===== src/rtl/spi_slave_responder_if.sv =====
// spi_slave_responder_if: pin and local-side signals of the SPI responder.
// slave modport is the responder view, master modport the peer/host view.
interface spi_slave_responder_if #(
  parameter int WIDTH = 8
);
  logic             SPI_SCLK;
  logic             SPI_CS;
  logic             SPI_MOSI;
  logic             SPI_MISO;
  logic [WIDTH-1:0] txData;
  logic             txLoad;
  logic             txUsed;
  logic [WIDTH-1:0] rxData;
  logic             rxValid;
  logic             busy;
  logic             frameErr;

  modport slave (
    input  SPI_SCLK, SPI_CS, SPI_MOSI,
    input  txData, txLoad,
    output SPI_MISO, txUsed,
    output rxData, rxValid,
    output busy, frameErr
  );

  modport master (
    output SPI_SCLK, SPI_CS, SPI_MOSI,
    output txData, txLoad,
    input  SPI_MISO, txUsed,
    input  rxData, rxValid,
    input  busy, frameErr
  );
endinterface


===== src/rtl/spi_slave_responder.sv =====
// spi_slave_responder: mode-0 MSB-first SPI slave, oversampled in clk.
// Pins are synchronized, edges detected, words shifted in and out.
module spi_slave_responder #(
  parameter int WIDTH       = 8,
  parameter int SYNC_STAGES = 2
) (
  input  logic                   clk,
  input  logic                   rst,
  spi_slave_responder_if.slave   bus
);
  localparam int CW = $clog2(WIDTH + 1);

  typedef enum logic {
    S_IDLE,
    S_ACTIVE
  } state_t;

  logic [SYNC_STAGES-1:0] r_sclk_sync;
  logic [SYNC_STAGES-1:0] r_cs_sync;
  logic [SYNC_STAGES-1:0] r_mosi_sync;
  logic                   r_sclk_q;
  logic                   r_cs_q;

  logic w_sclk, w_cs, w_mosi;
  logic w_sclk_rise, w_sclk_fall;
  logic w_cs_rise, w_cs_fall;

  logic [WIDTH-1:0] r_tx_hold;

  state_t           r_state, w_state_nxt;
  logic [WIDTH-1:0] r_tx_shift, w_tx_shift_nxt;
  logic [WIDTH-1:0] r_rx_shift, w_rx_shift_nxt;
  logic [CW-1:0]    r_cnt, w_cnt_nxt;
  logic             r_reload, w_reload_nxt;
  logic [WIDTH-1:0] r_rx_data, w_rx_data_nxt;
  logic             r_rx_valid, w_rx_valid_nxt;
  logic             r_tx_used, w_tx_used_nxt;
  logic             r_frame_err, w_frame_err_nxt;
  logic [WIDTH-1:0] w_rx_word;

  // Pin synchronizers plus one registered copy for edge detection.
  // Everything clears to 0, so a CS already low at reset release
  // produces no csFall and a held-high CS produces an ignored csRise.
  always_ff @(posedge clk) begin
    if (rst) begin
      r_sclk_sync <= '0;
      r_cs_sync   <= '0;
      r_mosi_sync <= '0;
      r_sclk_q    <= 1'b0;
      r_cs_q      <= 1'b0;
    end else begin
      r_sclk_sync <= {r_sclk_sync[SYNC_STAGES-2:0], bus.SPI_SCLK};
      r_cs_sync   <= {r_cs_sync[SYNC_STAGES-2:0], bus.SPI_CS};
      r_mosi_sync <= {r_mosi_sync[SYNC_STAGES-2:0], bus.SPI_MOSI};
      r_sclk_q    <= w_sclk;
      r_cs_q      <= w_cs;
    end
  end

  assign w_sclk      = r_sclk_sync[SYNC_STAGES-1];
  assign w_cs        = r_cs_sync[SYNC_STAGES-1];
  assign w_mosi      = r_mosi_sync[SYNC_STAGES-1];
  assign w_sclk_rise = w_sclk & ~r_sclk_q;
  assign w_sclk_fall = ~w_sclk & r_sclk_q;
  assign w_cs_rise   = w_cs & ~r_cs_q;
  assign w_cs_fall   = ~w_cs & r_cs_q;
  assign w_rx_word   = {r_rx_shift[WIDTH-2:0], w_mosi};

  // Hold register: any load is taken, the latest one wins.
  always_ff @(posedge clk) begin
    if (rst) begin
      r_tx_hold <= '0;
    end else if (bus.txLoad) begin
      r_tx_hold <= bus.txData;
    end
  end

  // FSM and datapath state registers.
  always_ff @(posedge clk) begin
    if (rst) begin
      r_state     <= S_IDLE;
      r_tx_shift  <= '0;
      r_rx_shift  <= '0;
      r_cnt       <= '0;
      r_reload    <= 1'b0;
      r_rx_data   <= '0;
      r_rx_valid  <= 1'b0;
      r_tx_used   <= 1'b0;
      r_frame_err <= 1'b0;
    end else begin
      r_state     <= w_state_nxt;
      r_tx_shift  <= w_tx_shift_nxt;
      r_rx_shift  <= w_rx_shift_nxt;
      r_cnt       <= w_cnt_nxt;
      r_reload    <= w_reload_nxt;
      r_rx_data   <= w_rx_data_nxt;
      r_rx_valid  <= w_rx_valid_nxt;
      r_tx_used   <= w_tx_used_nxt;
      r_frame_err <= w_frame_err_nxt;
    end
  end

  // Next-state: CS edges take priority over any SCLK edge.
  always_comb begin
    w_state_nxt     = r_state;
    w_tx_shift_nxt  = r_tx_shift;
    w_rx_shift_nxt  = r_rx_shift;
    w_cnt_nxt       = r_cnt;
    w_reload_nxt    = r_reload;
    w_rx_data_nxt   = r_rx_data;
    w_rx_valid_nxt  = 1'b0;
    w_tx_used_nxt   = 1'b0;
    w_frame_err_nxt = 1'b0;
    unique case (r_state)
      S_IDLE: begin
        if (w_cs_fall) begin
          w_state_nxt    = S_ACTIVE;
          w_tx_shift_nxt = r_tx_hold;
          w_tx_used_nxt  = 1'b1;
          w_cnt_nxt      = '0;
          w_reload_nxt   = 1'b0;
        end
      end
      S_ACTIVE: begin
        if (w_cs_rise) begin
          w_state_nxt     = S_IDLE;
          w_frame_err_nxt = (r_cnt != '0);
          w_cnt_nxt       = '0;
          w_reload_nxt    = 1'b0;
        end else if (w_sclk_rise) begin
          w_rx_shift_nxt = w_rx_word;
          if (r_cnt == CW'(WIDTH - 1)) begin
            w_rx_data_nxt  = w_rx_word;
            w_rx_valid_nxt = 1'b1;
            w_cnt_nxt      = '0;
            w_reload_nxt   = 1'b1;
          end else begin
            w_cnt_nxt = r_cnt + CW'(1);
          end
        end else if (w_sclk_fall) begin
          if (r_reload) begin
            w_tx_shift_nxt = r_tx_hold;
            w_tx_used_nxt  = 1'b1;
            w_reload_nxt   = 1'b0;
          end else begin
            w_tx_shift_nxt = {r_tx_shift[WIDTH-2:0], 1'b0};
          end
        end
      end
      default: w_state_nxt = S_IDLE;
    endcase
  end

  assign bus.busy     = (r_state == S_ACTIVE);
  assign bus.SPI_MISO = bus.busy ? r_tx_shift[WIDTH-1] : 1'b0;
  assign bus.rxData   = r_rx_data;
  assign bus.rxValid  = r_rx_valid;
  assign bus.txUsed   = r_tx_used;
  assign bus.frameErr = r_frame_err;

endmodule

===== src/flat_wrapper.sv =====
// flat-port wrapper written by rule: the top's interface ports become plain ports
module spi_slave_responder_flat 
#(
  parameter int WIDTH       = 8,
  parameter int SYNC_STAGES = 2
)
  (clk, rst, bus_SPI_SCLK, bus_SPI_CS, bus_SPI_MOSI, bus_txData, bus_txLoad, bus_SPI_MISO, bus_txUsed, bus_rxData, bus_rxValid, bus_busy, bus_frameErr);
  spi_slave_responder_if #(.WIDTH(WIDTH)) bus_i ();
  input  logic clk;
  input  logic rst;
  input wire logic [$bits(bus_i.SPI_SCLK)-1:0] bus_SPI_SCLK;
  input wire logic [$bits(bus_i.SPI_CS)-1:0] bus_SPI_CS;
  input wire logic [$bits(bus_i.SPI_MOSI)-1:0] bus_SPI_MOSI;
  input wire logic [$bits(bus_i.txData)-1:0] bus_txData;
  input wire logic [$bits(bus_i.txLoad)-1:0] bus_txLoad;
  output wire logic [$bits(bus_i.SPI_MISO)-1:0] bus_SPI_MISO;
  output wire logic [$bits(bus_i.txUsed)-1:0] bus_txUsed;
  output wire logic [$bits(bus_i.rxData)-1:0] bus_rxData;
  output wire logic [$bits(bus_i.rxValid)-1:0] bus_rxValid;
  output wire logic [$bits(bus_i.busy)-1:0] bus_busy;
  output wire logic [$bits(bus_i.frameErr)-1:0] bus_frameErr;
  assign bus_i.SPI_SCLK = bus_SPI_SCLK;
  assign bus_i.SPI_CS = bus_SPI_CS;
  assign bus_i.SPI_MOSI = bus_SPI_MOSI;
  assign bus_i.txData = bus_txData;
  assign bus_i.txLoad = bus_txLoad;
  assign bus_SPI_MISO = bus_i.SPI_MISO;
  assign bus_txUsed = bus_i.txUsed;
  assign bus_rxData = bus_i.rxData;
  assign bus_rxValid = bus_i.rxValid;
  assign bus_busy = bus_i.busy;
  assign bus_frameErr = bus_i.frameErr;
  spi_slave_responder #(.WIDTH(WIDTH), .SYNC_STAGES(SYNC_STAGES)) u_core (.clk(clk), .rst(rst), .bus(bus_i));
endmodule

===== config.mk =====
export PLATFORM = sky130hd
export DESIGN_NAME = spi_slave_responder_flat
export DESIGN_NICKNAME = d
export VERILOG_FILES = /design/src/rtl/spi_slave_responder_if.sv /design/src/rtl/spi_slave_responder.sv /design/src/flat_wrapper.sv
export SDC_FILE = /design/constraint.sdc
export NUM_CORES = 1
export LEC_CHECK = 0
export BUFFER_PORTS_ARGS = -buffer_cell sky130_fd_sc_hd__buf_2
export CAP_MARGIN = 5
export CORE_UTILIZATION = 50
export CTS_CLUSTER_SIZE = 10
export DETAILED_ROUTE_END_ITERATION = 12
export GPL_ROUTABILITY_DRIVEN = 0
export GPL_TIMING_DRIVEN = 0
export PLACE_DENSITY_LB_ADDON = 0.2
export SKIP_LAST_GASP = 1
export SLEW_MARGIN = 20
export SYNTH_ARGS = -nofsm -noshare
export SYNTH_HDL_FRONTEND = slang
export SYNTH_SLANG_ARGS = --single-unit

===== constraint.sdc =====
create_clock -name clk -period 1.65 [get_ports clk]
set_input_delay 0.0825 -clock clk [delete_from_list [all_inputs] [get_ports clk]]
set_output_delay 0.0825 -clock clk [all_outputs]
set_load 0.03 [all_outputs]

==> flow_summary_export.csv <==
group,metric,value,unit
global_route,globalRouteOverflowTotal,0,
critical_path,timing_worst_setup_path_type,"flip-flop to flip-flop",
sta,worst-slew-pin-transition,578,ps
critical_path,peak_fanout_along_the_critical_path,3,
placed_design,port_buffers,24,
floorplanning,die_height,63.3,um
power,powerDensity,928,nW/um^2
sta,final.period_utilization,1.05,
sta,report.final.setup_viol,1,
logic_synthesis,avgSynthCellArea,9.94,um^2
placed_design,post_dp_hpwl,2410,um
logic_synthesis,synth.top_cell.area_share,0.512,
sta,finalSetupTns,-77.1,ps
detailed_routing,drc,0,
power,total_power,2.06,mW
sta,timing.fmax,579,MHz
cells_and_area,layout.nets,241,
critical_path,ff2ff_path_depth,5,
cts,numClockSinks,48,
detailed_routing,violation_count_after_the_first_detailed_routing_iteration,99,
detailed_routing,route.detailed.wl_per_inst,12.5,um
global_route,grt_util_met1,0.205,
floorplanning,die-area,4000,um^2
global_route,global_route.usage.total,0.185,
critical_path,critPathMaxStageDelay,500,ps
power,power.static_leakage,0.983,nW
logic_synthesis,postSynth.asyncResetShare,0,
detailed_routing,routed-via-count,1435,
cts,tritoncts,"done",
cts,clkLatencyLatePin,300,ps
logic_synthesis,post_synth_num_cell_types,34,
logic_synthesis,synth_top_area_cell,"dfxtp_1",
critical_path,path_buf_inv,0,
global_route,grtUsageMet2,0.319,
placed_design,placed_area,2060,um^2
outcome,violations,"negative setup slack",
cells_and_area,insertedDiodeCount,0,
sta,rsz0062_at_grt,"true",
critical_path,cp_top_family,"simple AND/OR/NAND/NOR gates",
logic_synthesis,synth.yosys.warnings,0,
outcome,status,"finished with violations",
cells_and_area,final_area,2220,um^2
floorplanning,die_width,63.3,um
critical_path,worst_ep_required_time,1880,ps
worst_hold_path,timing.hold.worst.class,"input port to flip-flop",
power,irDropWorstVdd,579,uV
placed_design,detailedPlace.worstSlack,-75.4,ps
critical_path,startpoint_type,"flip-flop",
global_route,grt-busiest-layer,"met2",
logic_synthesis,synthTopCellsByArea,"dfxtp_1, mux2i_1, nor2_1, nor2b_1, a211oi_1",
cts,clock_tree.buffer_depth,2,
logic_synthesis,synth_fp_nets,205,
cells_and_area,seq_area,967,um^2
cells_and_area,mostFrequentLayoutCells,"dfxtp_1, nor2_1, mux2i_1",
critical_path,timing.critical_path.to_type,"flip-flop",
cells_and_area,multi_input_area,863,um^2
logic_synthesis,yosysSeqAreaShare,0.512,
critical_path,worst_setup_path_startpoint,"u_core.r_cnt[1]",
cells_and_area,layout-drive-gt1-share,0.213,
sta,count_of_final_hold_check_violations,0,
critical_path,rr_startpoint,"u_core.r_cnt[1]",
cells_and_area,layout_commonest_cell,"dfxtp_1",
global_route,wire_length_of_the_first_global_routing_pass,5730,um
global_route,met3_usage,0.0616,
floorplanning,start_util,0.541,
critical_path,reg2reg_to,"u_core.r_cnt[3]",
floorplanning,design.portCount,27,
floorplanning,std_cell_rows,21,
sta,final-max-slew-violation-count,0,
critical_path,rrSetupSlack,-80,ps
sta,max-slew-margin-rel,0.615,
sta,post-route-min-period,1730,ps
global_route,grt_pass1_vias,1357,
logic_synthesis,synth.cell_area,1880,um^2
sta,setup_slack,-77.1,ps
critical_path,critical_path.endpoint,"u_core.r_cnt[3]",
global_route,antenna_violations_before_repair,0,
cells_and_area,area_delta_synth_final,18.1,%
cts,worst_setup_hold_path_clk_slew,80,ps
detailed_routing,antenna_left,0,
sta,clock_skew,3.52,ps
cts,cts_buffers,5,
detailed_routing,route.detailed.vias_per_inst,5.30,
detailed_routing,firstDrtPassIters,4,
critical_path,cp.depth,5,
logic_synthesis,synthFlopType,"dfxtp_1",
global_route,pin_count_of_the_biggest_net_entering_global_routing,14,
critical_path,cp.arrival,1960,ps
cts,root_buffer,"clkbuf_8",
flow_run,drv.max_cap_violation_count,0,
logic_synthesis,synthesis.instances,189,
floorplanning,design.core.area,3470,um^2
logic_synthesis,synth-edff-count,0,
cells_and_area,n_fill_cell,300,
critical_path,slowest_stage,"or4b_4",
detailed_routing,drt-total-wl,3400,um
logic_synthesis,yosys_register_bits,48,
critical_path,cp_cell_sequence,"ha_2 -> and3b_1 -> or4b_4 -> or3_1 -> a31oi_1",
cts,htree_num_levels,2,
worst min path at each step:
stage | from | to | depth (start not counted)
after floorplan | bus_SPI_CS | u_core.r_cs_sync[0] | 1
after global placement | bus_SPI_SCLK | u_core.r_sclk_sync[0] | 2
after detailed placement | bus_SPI_SCLK | u_core.r_sclk_sync[0] | 2
after CTS | bus_SPI_MOSI | u_core.r_mosi_sync[0] | 2
after global routing | bus_SPI_MOSI | u_core.r_mosi_sync[0] | 2
final | bus_SPI_MOSI | u_core.r_mosi_sync[0] | 2
stage by stage:
step	std cells	hold WS [ps]	utilization
2_1_floorplan	189	211	-
3_3_place_gp	259	291	0.595
3_5_place_dp	259	298	0.595
4_1_cts	271	5.49	0.636
5_1_grt	271	4.73	0.640
6_report	271	8.46	0.640
report_power, final:
group          total [mW]  switching (mW)  internal, mW
sequential           1.20          0.0161          1.19
clock               0.730           0.357         0.373
combinational       0.128          0.0699        0.0582
routing by layer:
| layer | share of wire | up-vias |
|---|---|---|
| met5 | 0 | - |
| met4 | 0.016 | 0 |
| met3 | 0.043 | 5 |
| met2 | 0.49 | 37 |
| met1 | 0.45 | 673 |
| li1 | - | 720 |
synthesized netlist by cell type (2+ instances only):
| cell type | count |
|---|---|
| nor2b_1 | 11 |
| nand3_1 | 5 |
| a21oi_1 | 6 |
| buf_1 | 3 |
| inv_1 | 3 |
| nor2_1 | 36 |
| o21ai_0 | 3 |
| dfxtp_1 | 48 |
| mux2i_1 | 31 |
| nand4_1 | 3 |
| ha_1 | 2 |
| a211oi_1 | 7 |
| clkbuf_1 | 6 |
| nand2b_1 | 2 |
| buf_2 | 3 |
| nand2_1 | 2 |
cells by family after synthesis:
kind of cell | after synthesis | synth area share
buffers and inverters | 16 | 0.0360
multiplexers | 31 | 0.165
AO/OA/AOI/OAI | 24 | 0.0866
flip-flops | 48 | 0.512
adder cells (fa/ha/maj) | 2 | 0.0133
AND/OR/NAND/NOR | 68 | 0.187
timing repair:
action,4_1_cts,5_1_grt
pin swaps,1,0
setup endpoints to repair,8,14
resized for setup,2,3
setup buffers,3,0
hold endpoints to repair,2,0
hold buffers,2,0
sequential cells by signal (all words and copies together), names as in the netlist, 2 cells and up:
signal	cells
u_core.bus.rxData	8
u_core.r_tx_hold	8
u_core.r_tx_shift	8
u_core.r_rx_shift	7
u_core.r_cnt	4
u_core.r_cs_sync	2
u_core.r_mosi_sync	2
u_core.r_sclk_sync	2
layout make-up:
class,instances,share of cell area
sequential,48,0.436
multi-input combinational,125,0.389
timing repair buffer,29,0.0733
clock buffer,7,0.0434
buffer,13,0.0271
tap,46,0.0259
inverter,3,0.00508
No activity file was read; power rests on OpenSTA's default activity.
